[config.mk]
export PLATFORM = sky130hd
export DESIGN_NAME = div_issue_ctrl
export DESIGN_NICKNAME = d
export VERILOG_FILES = /design/src/rtl/div_issue_ctrl.sv
export SDC_FILE = /design/constraint.sdc
export NUM_CORES = 1
export LEC_CHECK = 0
export BUFFER_PORTS_ARGS = -buffer_cell sky130_fd_sc_hd__buf_2
export CORE_MARGIN = 5
export CORE_UTILIZATION = 32
export DETAILED_ROUTE_END_ITERATION = 7
export PLACE_DENSITY = 0.66
export SYNTH_ARGS = -nofsm -noshare
export SYNTH_HDL_FRONTEND = slang
export SYNTH_SLANG_ARGS = --single-unit
[constraint.sdc]
create_clock -name clk -period 2.5 [get_ports clk]
set_input_delay 0.25 -clock clk [delete_from_list [all_inputs] [get_ports clk]]
set_output_delay 0.25 -clock clk [all_outputs]
set_load 0.02 [all_outputs]
[src/rtl/div_issue_ctrl.sv]
// rtl/div_issue_ctrl.sv - divider issue/write-back controller between EX and div_unit
//
// Purpose: accepts DIV/DIVU/REM/REMU ops from EX, issues them to div_unit with
// a one-cycle start pulse, waits for the done pulse, holds the result and
// requests the shared regfile write-back port. Drives the EX stall, the ID
// RAW-hazard flag for the pending rd, and a sticky timeout error.
//
// Ports:
//   clk, reset_n                         clock, async active-low reset
//   ex_valid_i, ex_div_i, ex_funct3_i    EX op qualifiers
//   ex_rs1_i, ex_rs2_i, ex_rd_i          EX operands and destination
//   ex_stall_o                           hold EX
//   id_rs1_addr_i, id_rs2_addr_i         ID source addresses
//   hazard_o                             ID source matches pending rd
//   flush_i                              squash in-flight op
//   div_start_o, div_flush_o             one-cycle pulses to div_unit
//   div_funct3_o, div_rs1_o, div_rs2_o,
//   div_rd_o                             registered op to div_unit
//   div_ready_i, div_busy_i, div_result_i  div_unit status/result
//   wb_req_o, wb_rd_o, wb_data_o, wb_gnt_i write-back port
//   error_o                              sticky timeout flag

module div_issue_ctrl #(
    parameter int XLEN        = 32,
    parameter bit BLOCKING    = 1'b1,
    parameter int TIMEOUT_CYC = 64
) (
    input  logic            clk,
    input  logic            reset_n,
    input  logic            ex_valid_i,
    input  logic            ex_div_i,
    input  logic [2:0]      ex_funct3_i,
    input  logic [XLEN-1:0] ex_rs1_i,
    input  logic [XLEN-1:0] ex_rs2_i,
    input  logic [4:0]      ex_rd_i,
    output logic            ex_stall_o,
    input  logic [4:0]      id_rs1_addr_i,
    input  logic [4:0]      id_rs2_addr_i,
    output logic            hazard_o,
    input  logic            flush_i,
    output logic            div_start_o,
    output logic            div_flush_o,
    output logic [2:0]      div_funct3_o,
    output logic [XLEN-1:0] div_rs1_o,
    output logic [XLEN-1:0] div_rs2_o,
    output logic [4:0]      div_rd_o,
    input  logic            div_ready_i,
    input  logic            div_busy_i,
    input  logic [XLEN-1:0] div_result_i,
    output logic            wb_req_o,
    output logic [4:0]      wb_rd_o,
    output logic [XLEN-1:0] wb_data_o,
    input  logic            wb_gnt_i,
    output logic            error_o
);

    localparam int TW = (TIMEOUT_CYC > 1) ? $clog2(TIMEOUT_CYC) : 1;

    typedef enum logic [1:0] {
        S_IDLE  = 2'd0,
        S_ISSUE = 2'd1,
        S_WAIT  = 2'd2,
        S_WB    = 2'd3
    } state_t;

    state_t          r_state;
    logic            r_pending;
    logic            r_retire;
    logic            r_div_start;
    logic            r_div_flush;
    logic            r_wb_req;
    logic            r_error;
    logic [2:0]      r_funct3;
    logic [XLEN-1:0] r_rs1;
    logic [XLEN-1:0] r_rs2;
    logic [4:0]      r_rd;
    logic [XLEN-1:0] r_result;
    logic [TW-1:0]   r_tmo_cnt;

    logic w_div_op;
    logic w_not_idle;
    logic w_accept;
    logic w_busy_hold;
    logic w_rd_nz;
    logic w_tmo_hit;

    assign w_div_op   = ex_valid_i & ex_div_i;
    assign w_not_idle = (r_state != S_IDLE);
    assign w_rd_nz    = |r_rd;
    assign w_tmo_hit  = (r_tmo_cnt == TW'(TIMEOUT_CYC - 1));

    // r_retire marks the one IDLE cycle after completion in blocking mode:
    // EX still holds the op just finished, so it must be let go rather than
    // accepted a second time.
    assign w_accept = (r_state == S_IDLE) & w_div_op & ~flush_i & ~div_busy_i & ~r_retire;

    // div_unit still busy while we sit idle (e.g. draining after a flush):
    // hold the op instead of letting it slip past unissued.
    assign w_busy_hold = (r_state == S_IDLE) & w_div_op & div_busy_i & ~flush_i & ~r_retire;

    assign ex_stall_o = BLOCKING ? ((w_div_op & w_not_idle) | w_accept | w_busy_hold)
                                 : ((w_div_op & w_not_idle) | w_busy_hold);

    assign hazard_o = r_pending & w_rd_nz &
                      ((id_rs1_addr_i == r_rd) | (id_rs2_addr_i == r_rd));

    assign div_start_o  = r_div_start;
    assign div_flush_o  = r_div_flush;
    assign div_funct3_o = r_funct3;
    assign div_rs1_o    = r_rs1;
    assign div_rs2_o    = r_rs2;
    assign div_rd_o     = r_rd;
    assign wb_req_o     = r_wb_req;
    assign wb_rd_o      = r_rd;
    assign wb_data_o    = r_result;
    assign error_o      = r_error;

    always_ff @(posedge clk or negedge reset_n) begin
        if (!reset_n) begin
            r_state     <= S_IDLE;
            r_pending   <= 1'b0;
            r_retire    <= 1'b0;
            r_div_start <= 1'b0;
            r_div_flush <= 1'b0;
            r_wb_req    <= 1'b0;
            r_error     <= 1'b0;
            r_funct3    <= 3'd0;
            r_rs1       <= '0;
            r_rs2       <= '0;
            r_rd        <= 5'd0;
            r_result    <= '0;
            r_tmo_cnt   <= '0;
        end else begin
            r_div_start <= 1'b0;
            r_div_flush <= 1'b0;
            r_retire    <= 1'b0;

            case (r_state)
                S_IDLE: begin
                    if (w_accept) begin
                        r_funct3    <= ex_funct3_i;
                        r_rs1       <= ex_rs1_i;
                        r_rs2       <= ex_rs2_i;
                        r_rd        <= ex_rd_i;
                        r_pending   <= 1'b1;
                        r_div_start <= 1'b1;
                        r_state     <= S_ISSUE;
                    end
                end

                S_ISSUE: begin
                    r_tmo_cnt <= '0;
                    if (flush_i) begin
                        r_div_flush <= 1'b1;
                        r_pending   <= 1'b0;
                        r_state     <= S_IDLE;
                    end else begin
                        r_state <= S_WAIT;
                    end
                end

                S_WAIT: begin
                    // Flush beats a coincident done pulse; done beats timeout.
                    if (flush_i) begin
                        r_div_flush <= 1'b1;
                        r_pending   <= 1'b0;
                        r_tmo_cnt   <= '0;
                        r_state     <= S_IDLE;
                    end else if (div_ready_i) begin
                        r_result  <= div_result_i;
                        r_tmo_cnt <= '0;
                        if (w_rd_nz) begin
                            r_wb_req <= 1'b1;
                            r_state  <= S_WB;
                        end else begin
                            r_pending <= 1'b0;
                            r_retire  <= BLOCKING;
                            r_state   <= S_IDLE;
                        end
                    end else if (w_tmo_hit) begin
                        r_div_flush <= 1'b1;
                        r_error     <= 1'b1;
                        r_pending   <= 1'b0;
                        r_retire    <= BLOCKING;
                        r_tmo_cnt   <= '0;
                        r_state     <= S_IDLE;
                    end else begin
                        r_tmo_cnt <= r_tmo_cnt + 1'b1;
                    end
                end

                S_WB: begin
                    // flush_i is ignored here: the op is architecturally complete.
                    if (wb_gnt_i) begin
                        r_wb_req  <= 1'b0;
                        r_pending <= 1'b0;
                        r_retire  <= BLOCKING;
                        r_state   <= S_IDLE;
                    end
                end

                default: r_state <= S_IDLE;
            endcase
        end
    end

endmodule
==> summary.txt <==
Routing
  – Final antenna-violating net count: 0
  – First-pass DRT Iterations: 4
  – Routed wire length per instance: 15.5 microns
  – Initial drt markers: 99
  – DRC violations left: 0
  – Vias/cell: 4.55
  – Drt total wl: 11.7 mm
  – Vias: 3451

Logic synthesis
  – Post-synth ARST share: 100%
  – Synth warn: 0
  – Post-synthesis simple-gate area fraction: 4.17%
  – Post-synthesis adder-cell area fraction: 1.57%
  – Mapped cell area: 0.00477 sq mm
  – Post-synth top area cell: dfrtp_1
  – Mapped Avg Cell Area: 14.9 sq um
  – Post-synth top area share: 61.9%
  – Yosys cell types: 35
  – Register area share after synthesis: 61.9%
  – Area share of xor/xnor cells in the synthesized design: 2.39%
  – Largest cells by area after synthesis: dfrtp_1, mux2_2, ha_1
  – EDFF count, synth: 0
  – Synth Flop Type: dfrtp_1
  – Net Count, Synth: 447
  – Proportion of synthesized area in mux cells: 25.1%
  – Largest family of logic cells by synthesized area: multiplexers
  – Cell count after synthesis: 319
  – Synth Area in Compound Gates: 2.44%
  – Yosys reg bits: 118

Finish
  – P&R area growth vs syn: 42.9%
  – Commonest non-fill, non-tap cell in the layout: buf_2
  – Design area: 0.00681 sq mm
  – Layout cells sized above 1: 66.4%
  – Most frequent cells in the layout: buf_2, dfrtp_1, mux2_2, clkbuf_16, nor2_1
  – # diodes: 0
  – Nets: 690
  – FILL cells: 1322

Timing
  – Final Hold Vio Count: 0
  – Fin Setup TNS: 0 ps
  – Tmin final: 2220 ps
  – Tightest Pin Transition: 455 ps
  – Slew HR: 69.7%
  – Clk_skew: 4.90 ps
  – Max-slew violation count: 0
  – Setup-failing EPs final: 0
  – Period utilization: 88.7%
  – Max frequency: 451 MHz
  – Unrepaired setup endpoints after global routing: no

Global routing
  – GRT Residual Overflow: 0
  – First-pass GRT wire length: 19.5 mm
  – Vias in the first global route: 3817
  – Gr usage total: 13.8%
  – Largest net degree at the start of global routing: 74
  – Initial antenna violation count: 0

Clock tree
  – Root Buffer Master: clkbuf_16
  – Clk buf depth: 2
  – Clk Latency, worst-skew pair: 400 ps
  – H-Tree Depth: 4
  – CTS Hold Bufs: 1
  – Post-CTS Setup Inserts: 0
  – CTS tree: yes
  – Clk pin slew, worst setup/hold paths: 50 ps
  – Cts repair resizes: 0
  – # clock sinks: 118
  – Cts bufs inserted: 17

Floorplan
  – Core area: 0.0146 sq mm
  – Row cnt: 44
  – DIE WIDTH: 132 microns
  – Num ports: 237
  – Initial core utilization: 32.7%
  – Full die area: 0.0174 sq mm
  – Die height: 132 microns

Placement
  – Dpl cell area: 0.00616 sq mm
  – # port buffers: 236
  – Final Wtd Congestion: 0.752
  – Detailed Place HPWL: 9.07 mm

Setup path
  – WS Path Type: flip-flop to flip-flop
  – CP required: 2780 ps
  – Worst r2r src: r_state[0]
  – R2R setup slack: 280 ps
  – RR Endpoint: r_pending
  – CP Capture Type: flip-flop
  – CP startpoint kind: flip-flop
  – Crit path capture: r_pending
  – Crit. Startpoint: r_state[0]
  – CP Max Fanout: 5
  – Worst EP arrival: 2500 ps
  – Worst reg2reg path depth: 7

Pwr
  – Sw frac: 35.4%
  – PD cells: 1380 mW/mm^2
  – Clock share of power: 27.7%
  – Reg power frac: 34.8%
  – Combinational fraction of design power: 37.6%
  – Power Internal: 6080 uW
  – P_leak: 0.00356 uW
  – Max rail drop VDD: 0.598 mV
  – Net Switching: 3340 uW

Min path
  – Hold WC Path Type: primary input to flip-flop

Job
  – Max Cap Violations: 0

Status
  – Status: completed
cell type report:
type                            instances  area (sq um)  area share [%]
Multi-Input combinational cell        178          1710            25.1
Inverter                                6          22.5           0.331
Sequential cell                       118          2950            43.3
Clock inverter                          7           140            2.06
Tap cell                              184           230            3.38
Clock buffer                           25           505            7.42
Timing Repair Buffer                  241          1250            18.3
metrics by stage:
stage / worst slack, ps / power, uW / hold slack, ps / instances / utilization [%]
final: 282 / 9420 / 76.2 / 759 / 46.7
after detailed placement: 310 / 6900 / 153 / 726 / 42.2
after global routing: 189 / 9980 / 47.7 / 759 / 46.7
after global placement: 355 / 6770 / 147 / 726 / 42.2
after floorplan: 463 / 5560 / -45.6 / 319 / -
after CTS: 294 / 9570 / 52.4 / 759 / 46.7
Yosys cell counts, types with 2 or more instances:
library cell,count
ha_1,6
buf_2,7
inv_1,6
nor2b_1,2
xnor2_1,6
and3_1,2
nand2b_1,2
a21oi_1,3
nor3_1,3
dfrtp_1,118
o31ai_1,2
clkbuf_1,5
nor2_1,8
nand2_1,6
buf_4,5
mux2_2,104
xor2_1,7
o21ai_0,6
nand3_1,5
sequential cells by signal, indices dropped and copies added, names as in the netlist, 2 cells and up:
register,cells
div_funct3_o,3
div_rs1_o,32
div_rs2_o,32
r_state,2
div_rd_o,5
r_tmo_cnt,6
wb_data_o,32
kinds of logic (layout without fill, tap and decap cells):
logic type      count (synthesis)  after routing
buf+inv                        23            279
mux                           106            106
flops                         118            118
simple gates                   36             36
xor+xnor                       13             13
compound gates                 17             17
fa+ha+maj                       6              6
how the worst min path moves through the flow:
stage	slack, ps	startpoint	end	depth (start not counted)
after global routing	50	ex_rs1_i[26]	div_rs1_o[26]	2
after global placement	150	reset_n	wb_data_o[25]	1
after CTS	50	div_result_i[29]	wb_data_o[29]	2
final	80	ex_rs1_i[26]	div_rs1_o[26]	2
after detailed placement	150	reset_n	wb_data_o[25]	1
after floorplan	-50	reset_n	div_flush_o	0
power groups by stage:
stage	clock, uW	combinational [uW]	sequential, uW
after floorplan	0	1280	4290
after global placement	0	3530	3240
after detailed placement	0	3600	3300
after CTS	2680	3600	3280
after global routing	2780	3800	3400
final	2610	3540	3270
critical path, cell delays in order (launching register included):
cell and delay, ps:
dfrtp_1 400, inv_1 140, ha_1 220, or3b_2 520, a31oi_1 220, a221o_2 190
nand2b_1 130, mux2_4 290
per-layer routing:
layer  part of all wire, %  global-route usage (%)
met5                     0                       0
met4                   1.2                    4.51
met3                   9.5                    6.41
met2                    51                    22.9
met1                    38                    15.8
(Power assumes the default switching activity.)
